===== src/rtl/gc_pkg.sv =====
// Shared constants and types for the controller input conditioner.
package gc_pkg;

  // Button indices into btn_raw / btn_level / btn_press / btn_release
  localparam int BTN_A       = 0;
  localparam int BTN_B       = 1;
  localparam int BTN_X       = 2;
  localparam int BTN_Y       = 3;
  localparam int BTN_START   = 4;
  localparam int BTN_L       = 5;
  localparam int BTN_R       = 6;
  localparam int BTN_Z       = 7;
  localparam int BTN_D_UP    = 8;
  localparam int BTN_D_DOWN  = 9;
  localparam int BTN_D_RIGHT = 10;
  localparam int BTN_D_LEFT  = 11;
  localparam int NUM_BTN     = 12;

  // Direction indices into dir_level / dir_pulse
  localparam int DIR_UP    = 0;
  localparam int DIR_DOWN  = 1;
  localparam int DIR_RIGHT = 2;
  localparam int DIR_LEFT  = 3;
  localparam int NUM_DIR   = 4;

  localparam int STICK_CENTER = 128;

  typedef enum logic [1:0] {
    RPT_IDLE   = 2'd0,
    RPT_DELAY  = 2'd1,
    RPT_REPEAT = 2'd2
  } rpt_state_t;

endpackage


===== src/rtl/gc_debounce.sv =====
// Single-bit debouncer: the level follows raw only after raw has disagreed
// with it for DEBOUNCE_CYCLES consecutive cycles. rise/fall pulse in the
// first cycle the new level is visible.
module gc_debounce #(
  parameter int DEBOUNCE_CYCLES = 250000
) (
  input  logic clk,
  input  logic reset,
  input  logic raw,
  output logic level,
  output logic rise,
  output logic fall
);

  localparam int CNT_W = $clog2(DEBOUNCE_CYCLES + 1);
  localparam logic [CNT_W-1:0] CNT_TC = CNT_W'(DEBOUNCE_CYCLES - 1);

  logic [CNT_W-1:0] cnt;

  // Disagreement counter, accepted level and edge pulses
  always_ff @(posedge clk) begin
    if (reset) begin
      cnt   <= '0;
      level <= 1'b0;
      rise  <= 1'b0;
      fall  <= 1'b0;
    end else begin
      rise <= 1'b0;
      fall <= 1'b0;
      if (raw == level) begin
        cnt <= '0;
      end else if (cnt == CNT_TC) begin
        cnt   <= '0;
        level <= raw;
        rise  <= raw;
        fall  <= ~raw;
      end else begin
        cnt <= cnt + 1'b1;
      end
    end
  end

endmodule


===== src/rtl/gc_input_conditioner.sv =====
// Controller input conditioner: debounced buttons, dead-banded stick
// directions merged with the D-pad, and per-direction navigation pulses.
// Define GC_AUTO_REPEAT_EN to build the auto-repeat FSM; without it a
// direction pulses only on its rising edge and no repeat counters exist.
//
// Repeat FSM (one per direction, GC_AUTO_REPEAT_EN only)
//   state      | meaning
//   RPT_IDLE   | direction inactive; a rise pulses and loads the delay
//   RPT_DELAY  | held, counting down to the first repeat
//   RPT_REPEAT | held, pulsing every REPEAT_PERIOD cycles
module gc_input_conditioner
  import gc_pkg::*;
#(
  parameter int DEBOUNCE_CYCLES = 250000,
  parameter int DEADZONE        = 32,
  parameter int REPEAT_DELAY    = 40000000,
  parameter int REPEAT_PERIOD   = 10000000
) (
  input  logic        clk,
  input  logic        reset,
  input  logic [11:0] btn_raw,
  input  logic [7:0]  joy_x,
  input  logic [7:0]  joy_y,
  output logic [11:0] btn_level,
  output logic [11:0] btn_press,
  output logic [11:0] btn_release,
  output logic [3:0]  dir_level,
  output logic [3:0]  dir_pulse
);

  if (DEBOUNCE_CYCLES < 1 || REPEAT_DELAY < 1 || REPEAT_PERIOD < 1) begin : g_param_check
    $error("gc_input_conditioner: cycle-count parameters must be >= 1");
  end

  for (genvar b = 0; b < NUM_BTN; b++) begin : g_btn
    gc_debounce #(.DEBOUNCE_CYCLES(DEBOUNCE_CYCLES)) u_debounce (
      .clk   (clk),
      .reset (reset),
      .raw   (btn_raw[b]),
      .level (btn_level[b]),
      .rise  (btn_press[b]),
      .fall  (btn_release[b])
    );
  end

  // A dead band reaching the rails pushes the thresholds out of the 8-bit
  // range, so the compares below can never fire.
  localparam bit         STICK_EN = (DEADZONE < STICK_CENTER);
  localparam logic [8:0] TH_HI    = STICK_EN ? 9'(STICK_CENTER + DEADZONE) : 9'h1FF;
  localparam logic [8:0] TH_LO    = STICK_EN ? 9'(STICK_CENTER - DEADZONE) : 9'h000;

  logic [7:0]         joy_x_q;
  logic [7:0]         joy_y_q;
  logic               joy_vld_q;
  logic [NUM_DIR-1:0] stick_dir;
  logic [NUM_DIR-1:0] merged_dir;

  // Stick sample register; valid flag keeps the zeroed reset sample from
  // reading as down+left
  always_ff @(posedge clk) begin
    if (reset) begin
      joy_x_q   <= '0;
      joy_y_q   <= '0;
      joy_vld_q <= 1'b0;
    end else begin
      joy_x_q   <= joy_x;
      joy_y_q   <= joy_y;
      joy_vld_q <= 1'b1;
    end
  end

  // Stick thresholds, D-pad merge and opposing-direction cancellation
  always_comb begin
    stick_dir = '0;
    if (joy_vld_q) begin
      stick_dir[DIR_UP]    = ({1'b0, joy_y_q} > TH_HI);
      stick_dir[DIR_DOWN]  = ({1'b0, joy_y_q} < TH_LO);
      stick_dir[DIR_RIGHT] = ({1'b0, joy_x_q} > TH_HI);
      stick_dir[DIR_LEFT]  = ({1'b0, joy_x_q} < TH_LO);
    end
    merged_dir = stick_dir | btn_level[BTN_D_LEFT:BTN_D_UP];
    dir_level  = merged_dir;
    if (merged_dir[DIR_UP] && merged_dir[DIR_DOWN]) begin
      dir_level[DIR_UP]   = 1'b0;
      dir_level[DIR_DOWN] = 1'b0;
    end
    if (merged_dir[DIR_RIGHT] && merged_dir[DIR_LEFT]) begin
      dir_level[DIR_RIGHT] = 1'b0;
      dir_level[DIR_LEFT]  = 1'b0;
    end
  end

`ifdef GC_AUTO_REPEAT_EN
  localparam int RPT_MAX = (REPEAT_DELAY > REPEAT_PERIOD) ? REPEAT_DELAY : REPEAT_PERIOD;
  localparam int RPT_W   = (RPT_MAX > 1) ? $clog2(RPT_MAX) : 1;
  localparam logic [RPT_W-1:0] DELAY_LD  = RPT_W'(REPEAT_DELAY - 1);
  localparam logic [RPT_W-1:0] PERIOD_LD = RPT_W'(REPEAT_PERIOD - 1);

  rpt_state_t       state_q [NUM_DIR];
  rpt_state_t       state_d [NUM_DIR];
  logic [RPT_W-1:0] cnt_q   [NUM_DIR];
  logic [RPT_W-1:0] cnt_d   [NUM_DIR];

  // Repeat FSM state and down-counter registers
  always_ff @(posedge clk) begin
    for (int i = 0; i < NUM_DIR; i++) begin
      if (reset) begin
        state_q[i] <= RPT_IDLE;
        cnt_q[i]   <= '0;
      end else begin
        state_q[i] <= state_d[i];
        cnt_q[i]   <= cnt_d[i];
      end
    end
  end

  // Next state and pulses; a release always wins over a due pulse
  always_comb begin
    dir_pulse = '0;
    for (int i = 0; i < NUM_DIR; i++) begin
      state_d[i] = state_q[i];
      cnt_d[i]   = cnt_q[i];
      if (!dir_level[i]) begin
        state_d[i] = RPT_IDLE;
        cnt_d[i]   = '0;
      end else begin
        case (state_q[i])
          RPT_IDLE: begin
            dir_pulse[i] = 1'b1;
            state_d[i]   = RPT_DELAY;
            cnt_d[i]     = DELAY_LD;
          end
          RPT_DELAY, RPT_REPEAT: begin
            if (cnt_q[i] == '0) begin
              dir_pulse[i] = 1'b1;
              state_d[i]   = RPT_REPEAT;
              cnt_d[i]     = PERIOD_LD;
            end else begin
              cnt_d[i] = cnt_q[i] - 1'b1;
            end
          end
          default: begin
            state_d[i] = RPT_IDLE;
            cnt_d[i]   = '0;
          end
        endcase
      end
    end
  end
`else
  logic [NUM_DIR-1:0] dir_prev_q;

  // Previous direction level for rising-edge detection
  always_ff @(posedge clk) begin
    if (reset) dir_prev_q <= '0;
    else       dir_prev_q <= dir_level;
  end

  assign dir_pulse = dir_level & ~dir_prev_q;
`endif

endmodule


===== config.mk =====
export PLATFORM = sky130hd
export DESIGN_NAME = gc_input_conditioner
export DESIGN_NICKNAME = d
export VERILOG_FILES = /design/src/rtl/gc_pkg.sv /design/src/rtl/gc_debounce.sv /design/src/rtl/gc_input_conditioner.sv
export SDC_FILE = /design/constraint.sdc
export NUM_CORES = 1
export LEC_CHECK = 0
export ABC_AREA = 1
export CAP_MARGIN = 20
export CORE_MARGIN = 5
export CORE_UTILIZATION = 60
export CTS_BUF_LIST = sky130_fd_sc_hd__clkbuf_4 sky130_fd_sc_hd__clkbuf_8
export DETAILED_ROUTE_END_ITERATION = 6
export PLACE_DENSITY = 0.82
export SKIP_CTS_REPAIR_TIMING = 1
export SLEW_MARGIN = 20
export SYNTH_ARGS = -nofsm -noshare
export SYNTH_HDL_FRONTEND = slang
export SYNTH_SLANG_ARGS = --single-unit

===== constraint.sdc =====
create_clock -name clk -period 2.6 [get_ports clk]
set_clock_uncertainty 0.15 [all_clocks]
set_input_delay 0.26 -clock clk [delete_from_list [all_inputs] [get_ports clk]]
set_output_delay 0.26 -clock clk [all_outputs]
set_load 0.02 [all_outputs]

# Word-level counts from Yosys, hierarchy flattened
# Index checks and enable logic that the tools add are counted.
[totals]
reg_bits = 273
latch_bits = 0
mem_bits_rw = 0
mem_bits_ro = 0
input_bits = 30
out_inout_bits = 44
elab_cells = 173
n_memories = 0
[op_classes]
add_sub_neg = 12
multipliers = 0
div_mod_pow = 0
order_cmp = 4
eq_ne = 24
shift = 0
n_mux = 4
bitwise = 39
n_reduce_logical = 38
[ops]
columns = ["cell", "n"]
rows = [
  ["$add A18 B1 Y18 const B", 12],
  ["$eq A18 B18 Y1 const B", 12],
  ["$reduce_or A3 Y1", 24],
  ["$not A1 Y1", 36],
  ["$reduce_and A2 Y1", 12],
  ["$gt A8 B8 Y1 const B", 2],
  ["$lt A8 B7 Y1 const B", 2],
  ["$eq A1 B1 Y1", 12],
  ["$and A4 B4 Y4", 1],
  ["$mux W2", 2],
  ["$mux W4", 1],
  ["$not A4 Y4", 1],
  ["$or A4 B4 Y4", 1],
  ["$logic_and A1 B1 Y1", 2],
  ["$mux W1", 1],
]

# Depth between registers and ports, before layout
[depth]
ltp_word = 6
ltp_mapped = 10
depth_no_buf = 10

# By module
# Synthesis repeated with hierarchy kept, for this count alone.
[unflattened]
hier_cells = 1994
hier_area_um2 = 13749.4
[by_module_without_submodules]
columns = ["module", "n_inst", "cells_per_inst", "area_per_inst_um2", "seq_area_each_um2"]
rows = [
  ["gc_debounce", 12, 156, 1077.3, 420.4],
  ["gc_input_conditioner", 1, 122, 822.0, 420.4],
]

# Least setup slack after synthesis
# No wires, ideal clock.
[synth_path]
path_type = "register to register"
start = "reg g_btn[7].u_debounce.cnt[0]"
end = "reg g_btn[7].u_debounce.cnt[12]"
setup_time_ps = 115
t_arrival_ps = 1348
required_time_ps = 2335
path_slack_ps = 988
stages_incl_launch_ff = 8
n_path_buf = 1
synth_period_minus_slack_ps = 1612
cell_sequence = "dfxtp_1 ha_1 nand2_2 nor2_4 nand3_2 o21ai_4 buf_12 nor2_2"
[synth_via]
elab_chain_cells = 2
word_cells_on_any_way = 3
classes_between = "1 x add/sub; 1 x eq/ne; 1 x reduce/logical"
[synth_rtl]
columns = ["element", "line", "text"]
rows = [
  ["from (decl)", "gc_debounce.sv:18", "logic [CNT_W-1:0] cnt;"],
  ["from (signal assigned)", "gc_debounce.sv:38", "cnt <= cnt + 1'b1;"],
  ["branches (longest 2 deep; another with $add A18 B1 Y18)", "-", ""],
]
# Several ways; the timed one is not identified.
# A chain may end at the register's enable or synchronous reset.

# Worst setup path after layout
[layout_path]
start = "reg joy_x_q[6]"
end = "out dir_level[2]"
[layout_via]
elab_chain_cells = 5
word_cells_on_any_way = 6
classes_between = "2 x order compare; 2 x mux; 1 x bitwise; 1 x reduce/logical"
[layout_rtl]
columns = ["element", "line", "text"]
rows = [
  ["from (decl)", "gc_input_conditioner.sv:52", "logic [7:0] joy_x_q;"],
  ["from (signal assigned)", "gc_input_conditioner.sv:66", "joy_x_q <= joy_x;"],
  ["$gt A8 B8 Y1 / $lt A8 B7 Y1 (equally long branches)", "gc_input_conditioner.sv:78, gc_input_conditioner.sv:79", ""],
  ["$mux W4 (*)", "gc_input_conditioner.sv:75", "if (joy_vld_q) begin"],
  ["$or A4 B4 Y4 (*)", "gc_input_conditioner.sv:81", "merged_dir = stick_dir | btn_level[BTN_D_LEFT:BTN_D_UP];"],
  ["$logic_and A1 B1 Y1", "gc_input_conditioner.sv:87", "if (merged_dir[DIR_RIGHT] && merged_dir[DIR_LEFT]) begin"],
  ["$mux W2 (*)", "gc_input_conditioner.sv:87", ""],
  ["to (decl)", "gc_input_conditioner.sv:27", "output logic [3:0] dir_level,"],
]
# Mark *: on every way between the ends. The rest lies on a longest branch, timed or not.

==> metrics.log <==
[metrics] Hold Crit Class: input port to flip-flop
[metrics] maxcap violations: 0
[metrics] clock slew seen by the registers of the worst setup and hold paths: 0.06 ns
[metrics] number of detailed-route iterations in the first pass: 5
[metrics] first-pass GRT wire length: 46.3 mm
[metrics] Top Family by Delay on Critical Path: buffers and inverters
[metrics] slowest stage cell, crit path: sky130_fd_sc_hd__clkdlybuf4s50_1
[metrics] synthesis-to-finish area growth: 12.5%
[metrics] post-layout minimum cycle time: 2.43 ns
[metrics] startpoint-to-endpoint class of the critical path: flip-flop to primary output
[metrics] required time reported for the critical path endpoint: 2.19 ns
[metrics] proportion of power drawn by flip-flops and latches: 0.508
[metrics] routability-driven placement congestion ratio: 0.894
[metrics] number of buffers and inverters on the critical path: 3
[metrics] TritonCTS buffer count: 46
[metrics] cell count after synthesis: approximately 2000
[metrics] fraction of the mapped netlist area in adder cells: 0.0113
[metrics] Final nets: 2080
[metrics] residual overflow from global routing: 0
[metrics] insertion delay to the later sink of the worst-skew pair: 0.55 ns
[metrics] Final TNS setup: 0 ns
[metrics] maximum vdd ir drop: 383 µV
[metrics] leakage dissipation: around 5.6 nW
[metrics] mux cell area share after synthesis: 0
[metrics] Die Footprint: approximately 0.025 mm²
[metrics] final instance area: 0.0150 mm²
[metrics] total nets after synthesis: 2006
[metrics] Sinks on Clock Net: 273
[metrics] synthesized-area fraction occupied by ao, oa, aoi and oai cells: 0.0514
[metrics] Critical Path Source Type: flip-flop
[metrics] root buffer selected by CTS: sky130_fd_sc_hd__clkbuf_8
[metrics] Slew @ Worst Pin: between 0.6 and 0.7 ns
[metrics] placed inst area: 0.0140 mm²
[metrics] sequential area share after synthesis: 0.410
[metrics] fraction of the mapped netlist area in simple logic gates: 0.365
[metrics] core area: 0.0218 mm²
[metrics] initial antenna violation count: 0
[metrics] setup repair after global routing missed its margin: false
[metrics] DR iter-0 viols: 644
[metrics] Arr. time, crit path: ~2.0 ns
[metrics] height of the chip: 159 µm
[metrics] GRT Total Usage: 0.205
[metrics] number of different library cells in the post-synthesis netlist: 36
[metrics] post-detailed-routing wire length: 26.3 mm
[metrics] ratio of routed vias to standard cells: 4.95
[metrics] largest net degree at the start of global routing: 21
[metrics] combinational family with the most area after synthesis: simple AND/OR/NAND/NOR gates
[metrics] standard-cell rows: 54
[metrics] antenna diode count: 0
[metrics] CTS tree: built
[metrics] number of H-tree branching levels: 2
[metrics] fraction of power spent switching nets: 0.217
[metrics] number of endpoints with negative hold slack in the final report: 0
[metrics] starting utilization of the core area: 0.611
[metrics] Power Density: 558 mW/mm²
[metrics] fraction of layout cells with a size suffix above 1: 0.0686
[metrics] Peak Freq: 411 MHz
[metrics] Gate power share: 0.029
[metrics] normalized max-slew margin: 0.580
[metrics] number of buffers on the longest clock path: 3
[metrics] reported net switching power: around 1.8 mW
[metrics] xor and xnor fraction of the mapped netlist area: 0.0631
[metrics] vias: 11633
[metrics] Yosys warnings: 0
[metrics] Max FO, Critical Path: 3
[metrics] number of antenna-violating nets in the routed design: 0
[metrics] DRC Markers: 0
[metrics] share of the cycle needed by the critical path after routing: 0.935
[metrics] number of global-route vias before repair: around 11000
[metrics] total half-perimeter wirelength after legalization and detailed placement: 19.0 mm
[metrics] average footprint of a synthesized cell: 6.78 µm²
[metrics] delay of the slowest cell on the worst path: 0.60 ns
[metrics] PortBufs: 73
[metrics] clock power share: 0.464
[metrics] category of the worst setup path capture point: primary output
[metrics] dominant cell type by count on the critical path: sky130_fd_sc_hd__nand2_1
[metrics] Mapped Area: 0.0133 mm²
[metrics] count of pins on the block boundary: 74
[metrics] drt wl/cell: 11.2 µm
[metrics] number of setup violations in the final report: 0
[metrics] number of register bits inferred by synthesis: 273
[metrics] internal power: 6.54 mW
[metrics] status: finished clean
[metrics] Max Transition Viols Final: 0
[metrics] width of the die: 159 µm
[metrics] crit path cell chain: inv_1, nand2_1, nor2_1, nand2_1, nand3_1, nand2_1, nand2_1, inv_1, clkdlybuf4s50_1
==> area by class of cell <==
class | count | area (µm²)
fill | 1868 | 6830
inverter | 242 | 910
sequential | 273 | 5470
clock inverter | 12 | 87.6
multi-input combinational | 1397 | 6540
timing repair buffer | 78 | 776
tap | 280 | 350
clock buffer | 68 | 867
==> cells in the final DEF, fill, tap and decap left out, drive strengths merged, types with 6 or more instances in the layout <==
master / Yosys / layout
nand2: 503 / 503
nor2: 461 / 461
dfxtp: 273 / 273
inv: 241 / 241
nand3: 108 / 108
a21oi: 85 / 85
clkbuf: 4 / 68
clkdlybuf4s50: 0 / 67
xor2: 59 / 59
xnor2: 37 / 37
o21ai: 35 / 35
nand4: 32 / 32
nor3: 20 / 20
nand3b: 19 / 19
or2: 14 / 14
ha: 12 / 12
clkinv: 1 / 11
buf: 48 / 6
and2: 6 / 6
==> kinds of logic (layout without fill, tap and decap cells) <==
family | after synthesis | after routing
compound gates | 126 | 126
flops | 273 | 273
fa+ha+maj | 12 | 12
simple gates | 1163 | 1163
buf+inv | 294 | 400
xor+xnor | 96 | 96
==> worst min-delay path, stage by stage <==
cell,delay (ns)
sky130_fd_sc_hd__buf_2,0.10
sky130_fd_sc_hd__buf_4,0.23
sky130_fd_sc_hd__nor2_1,0.13
==> power groups by stage <==
stage / Combinational (mW) / Sequential [mW] / Clock, mW
after floorplan: 0.151 / 4.33 / 0
after global placement: 0.235 / 4.33 / 0
after CTS: 0.243 / 4.24 / 3.97
after detailed placement: 0.241 / 4.33 / 0
final: 0.239 / 4.24 / 3.87
after global routing: 0.269 / 4.25 / 4.20
==> final timing paths <==
check,start,end,slack (ns),cells past startpoint
max,joy_x_q[6],dir_level[2],0.17,9
min reg2reg,g_btn[3].u_debounce.cnt[0],g_btn[3].u_debounce.cnt[0],0.31,1
max reg2reg,g_btn[7].u_debounce.cnt[0],g_btn[7].u_debounce.cnt[3],0.67,7
min,reset,joy_y_q[7],0.07,3
==> Yosys cell counts (all sizes together) <==
cell | count | area (µm²)
ha | 12 | 150
dfxtp | 273 | 5470
xor2 | 59 | 517
nor2 | 461 | 1800
nand2 | 503 | 1910
o21a | 2 | 15.0
xnor2 | 37 | 324
o21ai | 35 | 216
or2 | 14 | 87.6
nand3b | 19 | 143
o21bai | 2 | 15.0
nand3 | 108 | 573
a21oi | 85 | 425
and2 | 6 | 37.5
a31oi | 2 | 12.5
inv | 241 | 905
clkinv | 1 | 5.00
clkbuf | 4 | 15.0
nor3 | 20 | 110
nand4 | 32 | 200
buf | 48 | 400
==> registers in the layout (all words and copies together) (netlist names) <==
name                    count
g_btn.u_debounce.cnt      216
g_btn.u_debounce.fall      12
g_btn.u_debounce.level     12
g_btn.u_debounce.rise      12
joy_x_q                     8
joy_y_q                     8
dir_prev_q                  4
joy_vld_q                   1
==> per-layer routing <==
layer,vias up,wire length (µm),track usage
met2,211,12400,0.358
li1,6197,-,-
met5,-,0,0
met4,0,464,0.0651
met3,41,1170,0.0417
met1,5184,12300,0.253
==> metrics by stage <==
stage	util	hold WS (ns)	worst slack [ns]	instances	total power, mW
2_1_floorplan	-	0.182	0.988	1964	4.48
3_3_place_gp	0.643	0.290	0.725	2270	4.57
3_5_place_dp	0.643	0.301	0.672	2270	4.58
4_1_cts	0.686	0.0445	0.108	2350	8.46
5_1_grt	0.687	0.0539	0.00474	2350	8.71
6_report	0.687	0.0681	0.169	2350	8.36
Power figures use the tool's default switching activity.
